### src/rtl/pipe_stage_reg.sv
// rtl/pipe_stage_reg.sv - parametrised valid/ready pipeline stage register with flush and stall counter
// Optional skid buffer (registered in_ready) enabled by defining PIPE_STAGE_REG_SKID_EN.
module pipe_stage_reg #(
  parameter int unsigned        DATA_W      = 64,
  parameter logic [DATA_W-1:0]  RESET_VAL   = '0,
  parameter logic [DATA_W-1:0]  BUBBLE_VAL  = '0,
  parameter int unsigned        STALL_CNT_W = 16
) (
  input  logic                   clk,
  input  logic                   reset,
  input  logic                   in_valid,
  output logic                   in_ready,
  input  logic [DATA_W-1:0]      in_data,
  output logic                   out_valid,
  input  logic                   out_ready,
  output logic [DATA_W-1:0]      out_data,
  input  logic                   flush,
  output logic [STALL_CNT_W-1:0] stall_cnt
);

  typedef enum logic [1:0] {
    S_EMPTY = 2'd0,
    S_FULL  = 2'd1,
    S_SKID  = 2'd2
  } state_t;

  state_t            state;
  state_t            state_next;
  logic              in_xfer;
  logic              out_xfer;
  logic [DATA_W-1:0] main_q;

  always_ff @(posedge clk) begin
    if (!reset) begin
      state <= S_EMPTY;
    end else begin
      state <= state_next;
    end
  end

  always_comb begin
    state_next = state;
    if (flush) begin
      state_next = S_EMPTY;
    end else begin
      case (state)
        S_EMPTY: if (in_xfer) state_next = S_FULL;
`ifdef PIPE_STAGE_REG_SKID_EN
        S_FULL: begin
          if (in_xfer && !out_ready) begin
            state_next = S_SKID;
          end else if (!in_xfer && out_ready) begin
            state_next = S_EMPTY;
          end
        end
        S_SKID: if (out_ready) state_next = S_FULL;
`else
        S_FULL: if (out_xfer && !in_xfer) state_next = S_EMPTY;
`endif
        default: state_next = S_EMPTY;
      endcase
    end
  end

  always_comb begin
    out_valid = (state != S_EMPTY);
`ifdef PIPE_STAGE_REG_SKID_EN
    // Decoded purely from the state flop: no combinational path from out_ready.
    in_ready  = (state != S_SKID);
`else
    in_ready  = !out_valid || out_ready;
`endif
    in_xfer   = in_valid && in_ready;
    out_xfer  = out_valid && out_ready;
  end

`ifdef PIPE_STAGE_REG_SKID_EN
  logic [DATA_W-1:0] skid_q;

  always_ff @(posedge clk) begin
    if (!reset) begin
      main_q <= RESET_VAL;
      skid_q <= '0;
    end else if (flush) begin
      main_q <= BUBBLE_VAL;
    end else if (state == S_SKID) begin
      if (out_ready) main_q <= skid_q;
    end else if (in_xfer) begin
      // A beat arriving while the main entry is stalled parks in the skid slot.
      if (state == S_FULL && !out_ready) begin
        skid_q <= in_data;
      end else begin
        main_q <= in_data;
      end
    end
  end
`else
  always_ff @(posedge clk) begin
    if (!reset) begin
      main_q <= RESET_VAL;
    end else if (flush) begin
      main_q <= BUBBLE_VAL;
    end else if (in_xfer) begin
      main_q <= in_data;
    end
  end
`endif

  assign out_data = main_q;

  always_ff @(posedge clk) begin
    if (!reset) begin
      stall_cnt <= '0;
    end else if (out_valid && !out_ready && (stall_cnt != {STALL_CNT_W{1'b1}})) begin
      stall_cnt <= stall_cnt + STALL_CNT_W'(1);
    end
  end

endmodule

### config.mk
export PLATFORM = sky130hd
export DESIGN_NAME = pipe_stage_reg
export DESIGN_NICKNAME = d
export VERILOG_FILES = /design/src/rtl/pipe_stage_reg.sv
export SDC_FILE = /design/constraint.sdc
export NUM_CORES = 1
export LEC_CHECK = 0
export CORE_ASPECT_RATIO = 0.7
export CORE_MARGIN = 2
export CORE_UTILIZATION = 25
export CTS_CLUSTER_SIZE = 40
export DETAILED_ROUTE_END_ITERATION = 8
export PLACE_DENSITY = 0.63
export SYNTH_ARGS = -nofsm -noshare
export SYNTH_HDL_FRONTEND = slang
export SYNTH_SLANG_ARGS = --single-unit
export TNS_END_PERCENT = 10
### constraint.sdc
create_clock -name clk -period 4.7 [get_ports clk]
set_input_delay 0.47 -clock clk [delete_from_list [all_inputs] [get_ports clk]]
set_output_delay 0.47 -clock clk [all_outputs]
set_load 0.01 [all_outputs]
# Word-level counts from Yosys, hierarchy flattened
# Cells that the tools add are included.
# op_classes
n_eq_ne	4
addsub	1
bitwise_logic	1
n_mux	3
reduce_logical	13
# ops
op	count
$add 16x1->16 const B	1
$ne 16x16->1 const B	1
$logic_and 1x1->1	5
$mux 2	2
$ne 2x2->1 const B	2
$pmux 2 s2	1
$logic_not 1->1	3
$eq 2x1->1 const B	1
$logic_not 2->1	1
$reduce_and 2->1	1
$reduce_bool 2->1	1
$reduce_or 2->1	1
$logic_or 1x1->1	1
$not 1->1	1
# totals
in_bits	69
register_bits	82

# Depth between registers and ports, before layout
# depth
word_depth	8
mapped_depth	7
ltp_nobuf	5

# Worst setup path before layout
# OpenSTA, ideal clock, no wires.
# synth_path
kind	register -> register
from	reg stall_cnt[0]
to	reg stall_cnt[14]
slack_ns	2.741
t_arrival_ns	1.844
path_buffers	1
stages_incl_launch_ff	7
path_cell_list	dfxtp_1 ha_1 nand3b_1 or3_1 clkbuf_2 or4_1 and3_1
# synth_between
elab_chain_cells	2
# synth_rtl
item	line_no	rtl
start: declaration	18	output logic [STALL_CNT_W-1:0] stall_cnt
start signal: assignment	115	stall_cnt <= stall_cnt + STALL_CNT_W'(1);
parallel branches: the longest is 2 deep, another holds $add 16x1->16	n/a	
# Parallel ways; which one is timed is not known.
# A chain may end at the register's enable or synchronous reset.

# Worst setup path after layout
# layout_path
from	in out_ready
to	reg main_q[4] (netlist: out_data[4])
# layout_between
elab_chain_cells	2
# layout_rtl
item	line_no	rtl
start: declaration	15	input logic out_ready,
$logic_or 1x1->1	71	in_ready = !out_valid || out_ready;
$logic_and 1x1->1	73	in_xfer = in_valid && in_ready;
end signal: assignment	104	main_q <= in_data;
end: declaration	31	logic [DATA_W-1:0] main_q;
# No other way between the ends.

==> flow_metrics.py <==
metrics = {
    "die": {
        "pin_count": 151,
        "die-area_um2": 13200,
        "die_h_um": 96.6,
        "die_width_um": 136,
        "core_area_um2": 11800,
        "num_rows": 33,
        "start_util": 0.259,
    },
    "worst_setup_path": {
        "critical_path.reg2reg.startpoint": "stall_cnt[0]",
        "crit_path_max_fanout": 64,
        "ff2ff_setup_slack_ps": 2540,
        "worst_ep_required_time_ps": 4940,
        "timing.critical_path.arrival_ps": 2580,
        "r2r_end": "stall_cnt[14]",
        "crit_path_start_kind": "input pin",
        "crit_path_end_kind": "flip-flop",
        "reg2reg_depth": 5,
        "setup.worst_path.class": "in -> reg",
    },
    "cts": {
        "cts_setup_buffers": 0,
        "cts.sinks": 81,
        "cts.reportedPaths.clkPinSlew_ps": 60,
        "max-clock-path-buffers": 2,
        "cts_made_buffers": 9,
        "cts_resized": 0,
        "cts-hold-fix-buffers": 0,
        "tritoncts": "yes",
        "cts-root-buf": "clkbuf_16",
        "htreeDepth": 3,
        "insertion_delay_to_the_later_sink_of_the_worst_skew_pair_ps": 330,
    },
    "final_layout": {
        "most-common-layout-cells": "150 x clkdlybuf4s50_1, 139 x nand2_1, 81 x dfxtp_1",
        "number_of_nets_in_the_final_layout": 592,
        "layout_commonest_cell": "clkdlybuf4s50_1",
        "insertedDiodeCount": 0,
        "drive_above_1_share": 0.0418,
        "postLayoutCoreUtil": 0.422,
        "areaGrowthSynthToFinish_pct": 62.9,
        "final_cell_area_um2": 4990,
    },
    "timing": {
        "timing.setup.tns_ps": 0,
        "slew_viol_final": 0,
        "final_period_minus_worst_setup_slack_ps": 2340,
        "tightest_slew_ps": 1180,
        "maxSlewHeadroom": 0.210,
        "min_period_over_period": 0.497,
        "clock-skew-final_ps": 6.12,
        "report.final.hold_viol_count": 0,
        "grt_setup_unrepaired": "no",
        "worst_hold_margin_ps": 452,
        "finalSetupViolCount": 0,
        "maxClockFrequency_mhz": 428,
    },
    "synthesis": {
        "yosys_warnings": 0,
        "post_synth.cell_area_avg_um2": 7.97,
        "number_of_enable_flip_flop_cells_after_synthesis": 0,
        "synth_top_flop_cell": "dfxtp_1",
        "postSynthCellCount": 384,
        "synth.distinct_cells": 33,
        "yosysSeqAreaShare": 0.530,
        "syn_nets": 454,
        "synth.ff_latch_count": 81,
        "synth_cell_area_um2": 3060,
        "synthArstFlopShare": 0,
    },
    "routing": {
        "final_antenna_net_count": 0,
        "detail_route.wirelength_mm": 8.82,
        "dr_total_vias": 3066,
        "avgRoutedWirePerCell_um": 12.9,
        "drt_pass1_iterations": 4,
        "drcViolationCount": 0,
        "viasPerCell": 4.49,
        "initialDrtViolationCount": 103,
    },
    "global_route": {
        "grt_max_degree": 65,
        "wire_length_of_the_first_global_routing_pass_mm": 13.9,
        "number_of_global_route_vias_before_repair": 2963,
        "grt_antenna_before_repair": 0,
        "grt_remaining_overflow": 0,
        "global_route.usage.total": 0.134,
    },
    "place": {
        "buffer_ports.inserted": 150,
        "dpl.hpwl_mm": 6.30,
        "gp_congestion": 0.747,
        "placed_cell_area_um2": 4680,
    },
    "power": {
        "p_leak_nw": 1.76,
        "powerDensity_nw_per_um2": 317,
        "total_power_w": 0.00158,
        "peakVddDrop_v": 0.000156,
    },
    "min_path": {
        "hp-start": "out_data[61]",
        "worst_hold_path_endpoint": "out_data[61]",
        "hold_class": "reg -> reg",
        "worst_hold_path.num_cells": 2,
    },
    "outcome": {
        "status": "finished clean",
    },
    "flow_run": {
        "max-cap-violations": 0,
    },
}
-- cells in the mapped netlist, types with 2 or more instances --
master | instances | area share
and4_1 | 2 | 0.0057
o311ai_0 | 2 | 0.0057
o21ai_0 | 3 | 0.0049
inv_1 | 6 | 0.0074
dfxtp_1 | 81 | 0.53
nand3_1 | 4 | 0.0065
or4_1 | 3 | 0.0074
nand4_1 | 4 | 0.0082
nand2b_1 | 9 | 0.018
mux2i_1 | 6 | 0.020
nor2_1 | 4 | 0.0049
and3_1 | 3 | 0.0061
o41ai_1 | 2 | 0.0057
nand2_1 | 140 | 0.17
clkbuf_1 | 22 | 0.027
or3_1 | 2 | 0.0041
buf_2 | 2 | 0.0033
a211oi_1 | 2 | 0.0049
o31ai_1 | 3 | 0.0074
nor4_1 | 2 | 0.0041
a21oi_1 | 70 | 0.11
-- cell families (layout without fill, tap and decap cells) --
family,count (synthesis),after routing,share of synthesized area
AND/OR/NAND/NOR,180,180,0.256
AO/OA/AOI/OAI,85,85,0.151
flip-flops,81,81,0.530
buffers and inverters,31,173,0.0392
multiplexers,6,6,0.0196
adder cells (fa/ha/maj),1,1,0.00409
-- worst max-delay path, cell delays in order --
cell and delay, ps:
clkdlybuf4s50_1 490, nand2b_1 270, and2_2 980, nand2_1 140
a21oi_1 190
-- layout make-up --
cell class / instances / area, um2
Clock buffer: 11 / 253
Clock inverter: 4 / 51.3
Fill cell: 1183 / 6820
Inverter: 6 / 22.5
Multi-Input combinational cell: 272 / 1330
Sequential cell: 81 / 1620
Tap cell: 157 / 196
Timing Repair Buffer: 152 / 1520
-- per-layer routing --
layer / global-route usage / up-vias / wire length [um]
met3: 0.0657 / 8 / 825
met1: 0.157 / 1407 / 3910
met4: 0.0425 / 0 / 74
met2: 0.217 / 91 / 4010
li1: - / 1560 / -
met5: 0 / - / 0
-- metrics by stage --
step	cells	setup slack, ps
after floorplan	384	2740
after global placement	668	2100
after detailed placement	668	2010
after CTS	683	2360
after global routing	683	2170
final	683	2360
-- registers in the layout (all words and copies together), names as in the netlist --
register	count
out_data	64
stall_cnt	16
state	1
-- power by group --
group	internal [W]	leakage [nW]	switching [W]	total (W)
sequential	0.000705	0.658	0.00000990	0.000715
clock	0.000438	0.148	0.000263	0.000701
combinational	0.0000948	0.949	0.0000722	0.000167
total	0.00124	1.76	0.000345	0.00158
-- how the worst max path moves through the flow --
| stage | start | to | cells after the start |
|---|---|---|---|
| after global routing | out_ready | out_data[38] | 5 |
| after detailed placement | out_ready | out_data[4] | 5 |
| final | out_ready | out_data[4] | 5 |
| after CTS | out_ready | out_data[4] | 5 |
| after global placement | reset | out_data[46] | 4 |
| after floorplan | stall_cnt[0] | stall_cnt[14] | 6 |
(Power assumes the default switching activity.)
